$ cat config.mk
export PLATFORM = sky130hd
export DESIGN_NAME = serial_rx
export DESIGN_NICKNAME = d
export VERILOG_FILES = /design/src/rtl/serial_pkg.sv /design/src/rtl/bit_sync.sv /design/src/rtl/serial_rx.sv
export SDC_FILE = /design/constraint.sdc
export NUM_CORES = 1
export LEC_CHECK = 0
export BUFFER_PORTS_ARGS = -buffer_cell sky130_fd_sc_hd__buf_2
export CAP_MARGIN = 20
export CORE_MARGIN = 2
export CORE_UTILIZATION = 30
export DETAILED_ROUTE_END_ITERATION = 6
export GPL_TIMING_DRIVEN = 0
export PLACE_DENSITY_LB_ADDON = 0.12
export SLEW_MARGIN = 40
export SYNTH_ARGS = -nofsm -noshare
export SYNTH_HDL_FRONTEND = slang
export SYNTH_HIERARCHICAL = 1
export SYNTH_SLANG_ARGS = --single-unit
$ cat constraint.sdc
create_clock -name sysclk -period 2.29 [get_ports sysclk]
set_clock_uncertainty 0.05 [all_clocks]
set_input_delay 0.3435 -clock sysclk [delete_from_list [all_inputs] [get_ports sysclk]]
set_output_delay 0.3435 -clock sysclk [all_outputs]
set_load 0.02 [all_outputs]
$ cat src/rtl/serial_pkg.sv
// Shared constants and state encoding for the serial_rx UART receiver.
// Holds the 9600-baud divider, frame length and receiver FSM states.
package serial_pkg;

  localparam int CLKS_PER_BIT_9600 = 5208;
  localparam int FRAME_BITS        = 10;

  typedef enum logic [2:0] {
    S_IDLE,
    S_START,
    S_DATA,
    S_STOP,
    S_BRK
  } rx_state_t;

endpackage

$ cat src/rtl/bit_sync.sv
// Two-flop synchronizer for an asynchronous level, resetting to 1.
// Ports: clk, rst_n (async active-low), d (async in), q (synchronized out).
module bit_sync (
  input  logic clk,
  input  logic rst_n,
  input  logic d,
  output logic q
);

  logic meta;

  always_ff @(posedge clk or negedge rst_n) begin
    if (!rst_n) begin
      meta <= 1'b1;
      q    <= 1'b1;
    end else begin
      meta <= d;
      q    <= meta;
    end
  end

endmodule

$ cat src/rtl/serial_rx.sv
// 8N1 UART receiver with valid/ready output, frame error and overrun flags.
// Ports: sysclk, reset (async low), serialIn, rx_ready, err_clr in;
// rx_data, rx_valid, rx_busy, frame_err, overrun out.
module serial_rx
  import serial_pkg::*;
#(
  parameter int CLKS_PER_BIT = CLKS_PER_BIT_9600,
  parameter int HALF_BIT     = CLKS_PER_BIT / 2
) (
  input  logic       sysclk,
  input  logic       reset,
  input  logic       serialIn,
  input  logic       rx_ready,
  input  logic       err_clr,
  output logic [7:0] rx_data,
  output logic       rx_valid,
  output logic       rx_busy,
  output logic       frame_err,
  output logic       overrun
);

  localparam int CW = $clog2(CLKS_PER_BIT);
  localparam logic [CW-1:0] CNT_LAST = CW'(CLKS_PER_BIT - 1);
  localparam logic [CW-1:0] CNT_HALF = CW'(HALF_BIT - 1);

  logic            line;
  rx_state_t       state_q, state_d;
  logic [CW-1:0]   cnt_q, cnt_d;
  logic [2:0]      idx_q, idx_d;
  logic [7:0]      shreg_q, shreg_d;
  logic            deliver;
  logic            stop_bad;

  bit_sync u_sync (
    .clk   (sysclk),
    .rst_n (reset),
    .d     (serialIn),
    .q     (line)
  );

  always_ff @(posedge sysclk or negedge reset) begin
    if (!reset) begin
      state_q <= S_IDLE;
      cnt_q   <= '0;
      idx_q   <= '0;
      shreg_q <= '0;
    end else begin
      state_q <= state_d;
      cnt_q   <= cnt_d;
      idx_q   <= idx_d;
      shreg_q <= shreg_d;
    end
  end

  always_comb begin
    state_d  = state_q;
    cnt_d    = cnt_q;
    idx_d    = idx_q;
    shreg_d  = shreg_q;
    deliver  = 1'b0;
    stop_bad = 1'b0;
    unique case (state_q)
      S_IDLE: begin
        if (!line) begin
          state_d = S_START;
          cnt_d   = '0;
        end
      end
      S_START: begin
        if (cnt_q == CNT_HALF) begin
          cnt_d   = '0;
          idx_d   = '0;
          // A line back high at mid start bit was only a glitch.
          state_d = line ? S_IDLE : S_DATA;
        end else begin
          cnt_d = cnt_q + CW'(1);
        end
      end
      S_DATA: begin
        if (cnt_q == CNT_LAST) begin
          cnt_d          = '0;
          shreg_d[idx_q] = line;
          idx_d          = idx_q + 3'd1;
          if (idx_q == 3'd7) state_d = S_STOP;
        end else begin
          cnt_d = cnt_q + CW'(1);
        end
      end
      S_STOP: begin
        if (cnt_q == CNT_LAST) begin
          cnt_d = '0;
          if (line) begin
            deliver = 1'b1;
            state_d = S_IDLE;
          end else begin
            stop_bad = 1'b1;
            state_d  = S_BRK;
          end
        end else begin
          cnt_d = cnt_q + CW'(1);
        end
      end
      S_BRK: begin
        // Wait out a held-low line so it never restarts a frame.
        if (line) state_d = S_IDLE;
      end
      default: state_d = S_IDLE;
    endcase
  end

  always_ff @(posedge sysclk or negedge reset) begin
    if (!reset) begin
      rx_data   <= '0;
      rx_valid  <= 1'b0;
      frame_err <= 1'b0;
      overrun   <= 1'b0;
    end else begin
      frame_err <= stop_bad;
      if (deliver && (!rx_valid || rx_ready)) begin
        rx_data  <= shreg_q;
        rx_valid <= 1'b1;
      end else if (rx_valid && rx_ready) begin
        rx_valid <= 1'b0;
      end
      // A drop beats a same-cycle clear so the event is not lost.
      if (deliver && rx_valid && !rx_ready) begin
        overrun <= 1'b1;
      end else if (err_clr) begin
        overrun <= 1'b0;
      end
    end
  end

  assign rx_busy = (state_q != S_IDLE);

endmodule

# Word level (Yosys, flattened, before mapping)
# Cells that the tools add are included.
dict set report totals {
  ff_bits 40
  word_cells 75
}
dict set report classes {
  n_addsub 2
  magnitude_cmp 2
  n_eq_ne 13
  muxes 29
  reduce_logical 19
}
# cell count
set op_table {}
lappend op_table {{two-way mux 13 bit} 3}
lappend op_table {{case mux 13 bit (3 select lines)} 1}
lappend op_table {{two-way mux 3 bit} 9}
lappend op_table {{case mux 3 bit (5 select lines)} 1}
lappend op_table {{adder 13 x 1 -> 13 bit, second input constant} 1}
lappend op_table {{== test 13 x 12 -> 1 bit, second input constant} 1}
lappend op_table {{== test 13 bit, second input constant} 1}
lappend op_table {{two-way mux 1 bit} 11}
lappend op_table {{inequality test 2 bit, second input constant} 5}
lappend op_table {{bitwise mux 8 bit} 1}
lappend op_table {{== test 3 x 2 -> 1 bit, second input constant} 2}
lappend op_table {{== test 3 bit, second input constant} 2}
lappend op_table {{case mux 3 bit (2 select lines)} 1}
lappend op_table {{AND reduction 6 bit} 1}
lappend op_table {{nonzero test 2 bit} 3}
lappend op_table {{nonzero test 3 bit} 2}
lappend op_table {{logical AND 1 bit} 5}
lappend op_table {{less-than comparator 3 x 4 -> 1 bit, second input constant} 1}
lappend op_table {{AND reduction 2 bit} 2}
lappend op_table {{adder 3 x 1 -> 3 bit, second input constant} 1}
lappend op_table {{demux 1 bit (select 3 bit)} 1}
lappend op_table {{== test 3 x 1 -> 1 bit, second input constant} 1}
lappend op_table {{greater-or-equal comparator 3 x 1 -> 1 bit, second input constant} 1}
lappend op_table {{zero test 3 bit} 1}
lappend op_table {{6 further kinds} 7}

# Longest topological paths before layout
dict set report depth {
  depth_word 6
  ltp_mapped 7
  mapped_depth_nobuf 6
}

# Hierarchy
# Netlist, hierarchy kept.
# mod instances cells_per_inst area_per_inst_um2
set by_module_without_submodules {}
lappend by_module_without_submodules {serial_rx 1 176 1899.3}
lappend by_module_without_submodules {bit_sync 1 2 52.6}

# Least setup slack after synthesis
# Ideal clock, no wire load.
dict set report synth_timing {
  kind {reg2reg}
  startpoint {reg cnt_q[9]}
  endpoint {reg shreg_q[0]}
  setup_ns 0.125
  arrival_ns 2.109
  required_time_ns 2.115
  path_slack_ns 0.006
  stages_incl_launch_ff 7
  path_buffers 1
  synth_period_minus_slack_ns 2.284
  path_cell_list {dfrtp_1 or4b_1 nor4_4 nor3b_2 buf_4 and3b_1 mux2_2}
}
dict set report synth_via {
  elab_chain_len 2
}
# item line
set synth_lines {}
lappend synth_lines {{start, declared} serial_rx.sv:28} ;# logic [CW-1:0] cnt_q, cnt_d;
lappend synth_lines {{start signal, assigned} serial_rx.sv:49} ;# cnt_q <= cnt_d;
lappend synth_lines {{== test 13 bit} serial_rx.sv:80} ;# if (cnt_q == CNT_LAST) begin
lappend synth_lines {{AND reduction 2 bit (no source line)} n/a}
lappend synth_lines {{end signal, assigned} serial_rx.sv:51} ;# shreg_q <= shreg_d;
lappend synth_lines {{end, declared} serial_rx.sv:30} ;# logic [7:0] shreg_q, shreg_d;
# No other way between the ends.
# A chain may end at the register's enable or synchronous reset.

# Worst setup path after layout
dict set report layout_timing {
  startpoint {reg cnt_q[7]}
  endpoint {reg shreg_q[0]}
}
# Same word-level chain as after synthesis.

==> metrics.sh <==
TOTAL_VIA_COUNT_IN_THE_ROUTED_DESIGN=1484
WORST-SETUP-PATH-TYPE='flop to flop'
ANTENNA_CELLS_INSERTED=0
TIMING.FINAL.MAX_SLEW_VIOLATIONS=0
FINAL_HOLD_VIOLATING_ENDPOINTS=0
CRITICAL_PATH.ENDPOINT_TYPE='flop'
DP_HPWL_MM=2.76
MIN_PATH_CELLS=1
SYNTHFLOPTYPE='sky130_fd_sc_hd__dfrtp_1'
SEQUENTIALPOWERSHARE=0.523
MET1_LENGTH_MM=1.87
IRDROPWORSTVDD_uV=238
PERIOD_MINUS_SLACK_NS=2.28
ANTENNA_LEFT=0
SIGNAL_ARRIVAL_TIME_AT_THE_WORST_ENDPOINT_NS=2.42
DETAILEDROUTE.FIRSTITERATIONVIOLATIONS=75
OVERFLOW=0
DIE_AREA_SQ_MM=0.00717
FINAL_CELL_MIX='sky130_fd_sc_hd__dfrtp_1, sky130_fd_sc_hd__nor2_1, sky130_fd_sc_hd__nand2_1, sky130_fd_sc_hd__buf_2, sky130_fd_sc_hd__mux2_2'
VIAS_PER_CELL=5.15
FILLERINSTANCES=645
POST-ROUTE-PERIOD-UTIL=0.995
SYNTH_EDF_COUNT=0
CLOCK-SINKS=40
SEQ_AREA_FRAC_SYNTH=0.514
GRT_USE_TOTAL=0.124
AVERAGE_FOOTPRINT_OF_A_SYNTHESIZED_CELL_SQ_UM=11.0
CTS_TREE='done'
R2R-END='shreg_q[0]'
CORE_REGION_AREA_SQ_MM=0.00631
TIMING.MAX_SLEW.REL_SLACK=0.654
REG2REG_FROM='cnt_q[7]'
TIGHTEST_SLEW_NS=0.519
CLK_PATH_BUF_DEPTH=2
FINALWEIGHTEDCONGESTION=0.797
RUN_STATUS='complete, no violations'
FINAL-SETUP-VIOL-COUNT=0
FINALCOREUTILIZATION=0.378
DR.PASS1.ITERS=4
CTS_MADE_BUFFERS=5
WIRE_LENGTH_ON_MET3_UM=149
POSTSYNTH.ASYNCRESETSHARE=1.00
CRITICAL_PATH_REQUIRED_NS=2.43
SW_RATIO=0.211
COMBPWRFRAC=0.017
ACHIEVABLE-FREQUENCY_MHz=439
FINAL_LAYOUT_SIZE_SUFFIX_GT1_FRAC=0.299
MULTI_INPUT_COMB_AREA_SQ_UM=946
GRT_START_MAX_NET_PINS=41
POWER.SWITCHING_mW=0.287
DIE_X_UM=84.7
TOP_LEVEL_PORTS=17
SYNTH.FF_LATCH_COUNT=40
LAYOUT_COMMONEST_CELL='sky130_fd_sc_hd__dfrtp_1'
CLOCK_TREE.HTREE_LEVEL_COUNT=2
WORSTSETUPSTARTPOINTTYPE='flop'
P_INT_mW=1.07
WIRE_LENGTH_OF_THE_FIRST_GLOBAL_ROUTING_PASS_MM=7.13
SYNTH_WARNINGS=6
PWR-SHARE-CLK=0.460
DR_WL_MET2_MM=2.05
CLK-INSERTION-DELAY-LATE_NS=0.30
FLOW.AREA_GROWTH_FROM_SYNTHESIS_PCT=22.1
SYNTH.DISTINCT_CELLS=38
DRT_DRC_VIOLATIONS_LEFT=0
TOTALNEGATIVESETUPSLACK_NS=0
SYN_NETS=187
FIN_WS_NS=0.0110
DESIGN.FINAL.NETS=219
PORT_BUFFERS=16
CLK_PIN_SLEW_NS=0.08
SYNTHESIS.INSTANCES=178
DRV_CAP=0
WORSTPATHMAXFANOUT=8
HIGHEST-SIGNAL-LAYER='met4'
FP.DIEH_UM=84.7
LAYOUT.AREA.SEQ_SQ_MM=0.00101
ROUTE.DETAILED.WL_PER_INST_UM=14.4
PRE_CTS_WS_NS=-0.275
R2R_SLACK_NS=0.01
CTS_ROOT_BUFFER='sky130_fd_sc_hd__clkbuf_8'
HP-START='serialIn'
SYN-CELL-AREA_SQ_MM=0.00195
POWER-PER-CELL-AREA_mW_PER_MM2=570
HOLD_PATH.CLASS='input pin to flop'
HOLD_PATH_END='u_sync/meta'
INITIAL_CORE_UTIL=0.309
ROUTE.FINAL.WIRE_LENGTH_MM=4.14
FIRST_GLOBAL_VIAS=1471
GRT_SETUP_UNREPAIRED='yes'
WORST-R2R-CELL-COUNT=6
STATIC-LEAKAGE-POWER_nW=1.19
FP-ROW-COUNT=29
INITIAL_ANTENNA_VIOLATION_COUNT=0
[worst max path at each step]
stage / start / endpoint / cells after the start
after floorplan: cnt_q[9] / shreg_q[0] / 6
after global placement: cnt_q[9] / shreg_q[0] / 6
after detailed placement: cnt_q[9] / shreg_q[0] / 6
after CTS: cnt_q[11] / shreg_q[0] / 6
after global routing: cnt_q[11] / shreg_q[0] / 6
final: cnt_q[7] / shreg_q[0] / 6
[power groups by stage]
stage	Combinational, mW	Clock [mW]	Sequential, mW
floorplan	0.00327	0	0.724
global placement	0.0218	0	0.724
detailed placement	0.0230	0	0.724
CTS	0.0247	0.638	0.710
global route	0.0277	0.667	0.711
finish	0.0232	0.625	0.710
[logic make-up after synthesis]
family | Yosys count | synth area share
buffers and inverters | 12 | 0.0269
adder cells (fa/ha/maj) | 4 | 0.0256
flip-flops | 40 | 0.514
AO/OA/AOI/OAI | 36 | 0.126
multiplexers | 18 | 0.103
AND/OR/NAND/NOR | 68 | 0.204
[metal layers]
metal	track usage	vias up
li1	-	715
met1	0.155	732
met2	0.207	30
met3	0.0324	7
met4	0.0476	0
met5	0	-
[layout make-up]
cell class | count | share of cell area
plain buffers | 7 | 0.0178
clock buffers | 6 | 0.0346
clock inverters | 2 | 0.0163
inverters | 5 | 0.00787
multi-input cells | 126 | 0.397
flip-flops and latches | 40 | 0.422
well taps | 77 | 0.0404
repair buffers | 25 | 0.0640
[sequential cells by signal, summed over array words and instances, names as in the netlist, 3 cells and up]
name	cells
rx_data	8
shreg_q	8
idx_q	3
cnt_q	13
state_q	3
[synthesized netlist by cell type, types with 2 or more instances]
| cell type | instances | share of area |
|---|---|---|
| sky130_fd_sc_hd__and3_1 | 4 | 0.013 |
| sky130_fd_sc_hd__mux2_1 | 2 | 0.012 |
| sky130_fd_sc_hd__ha_1 | 4 | 0.026 |
| sky130_fd_sc_hd__mux2_2 | 15 | 0.087 |
| sky130_fd_sc_hd__nor2_1 | 16 | 0.031 |
| sky130_fd_sc_hd__dfrtp_1 | 38 | 0.49 |
| sky130_fd_sc_hd__dfstp_2 | 2 | 0.027 |
| sky130_fd_sc_hd__nand2_1 | 15 | 0.029 |
| sky130_fd_sc_hd__a21o_1 | 2 | 0.0077 |
| sky130_fd_sc_hd__nand4_1 | 2 | 0.0064 |
| sky130_fd_sc_hd__clkbuf_1 | 5 | 0.0096 |
| sky130_fd_sc_hd__a22o_1 | 7 | 0.031 |
| sky130_fd_sc_hd__nand2b_1 | 5 | 0.016 |
| sky130_fd_sc_hd__nor2b_1 | 3 | 0.0096 |
| sky130_fd_sc_hd__a21oi_1 | 5 | 0.013 |
| sky130_fd_sc_hd__a41oi_1 | 2 | 0.0090 |
| sky130_fd_sc_hd__buf_4 | 2 | 0.0077 |
| sky130_fd_sc_hd__nor4bb_1 | 3 | 0.015 |
| sky130_fd_sc_hd__inv_1 | 5 | 0.0096 |
| sky130_fd_sc_hd__nand3_1 | 8 | 0.021 |
| sky130_fd_sc_hd__nand4b_1 | 4 | 0.018 |
| sky130_fd_sc_hd__o21ai_0 | 7 | 0.018 |
| sky130_fd_sc_hd__a31oi_1 | 7 | 0.022 |
[per-stage QoR]
stage	total power, mW	cells	hold slack [ns]	instance area (sq um)
global placement	0.746	271	0.295	2130
global route	1.40	288	0.0767	2380
CTS	1.37	287	0.0842	2370
finish	1.36	288	0.0893	2380
detailed placement	0.747	271	0.301	2130
floorplan	0.727	178	-0.00209	1950
[critical path, stage by stage, from the launching register on]
cell and delay, ns:
sky130_fd_sc_hd__dfrtp_2 0.42, sky130_fd_sc_hd__or4b_4 0.53, sky130_fd_sc_hd__nor4_4 0.24, sky130_fd_sc_hd__nor3b_4 0.29, sky130_fd_sc_hd__buf_6 0.16, sky130_fd_sc_hd__and3b_1 0.19
sky130_fd_sc_hd__mux2_4 0.30
[what timing repair did]
| item | in CTS | in global routing |
|---|---|---|
| hold buffers | 1 | 0 |
| hold endpoints to repair | 38 | 0 |
| pin swaps | 2 | 1 |
| setup buffers | 7 | 1 |
| endpoints found under the setup margin | 30 | 24 |
| resized for setup | 13 | 3 |
Note: power is estimated with default switching activity, not from simulation.
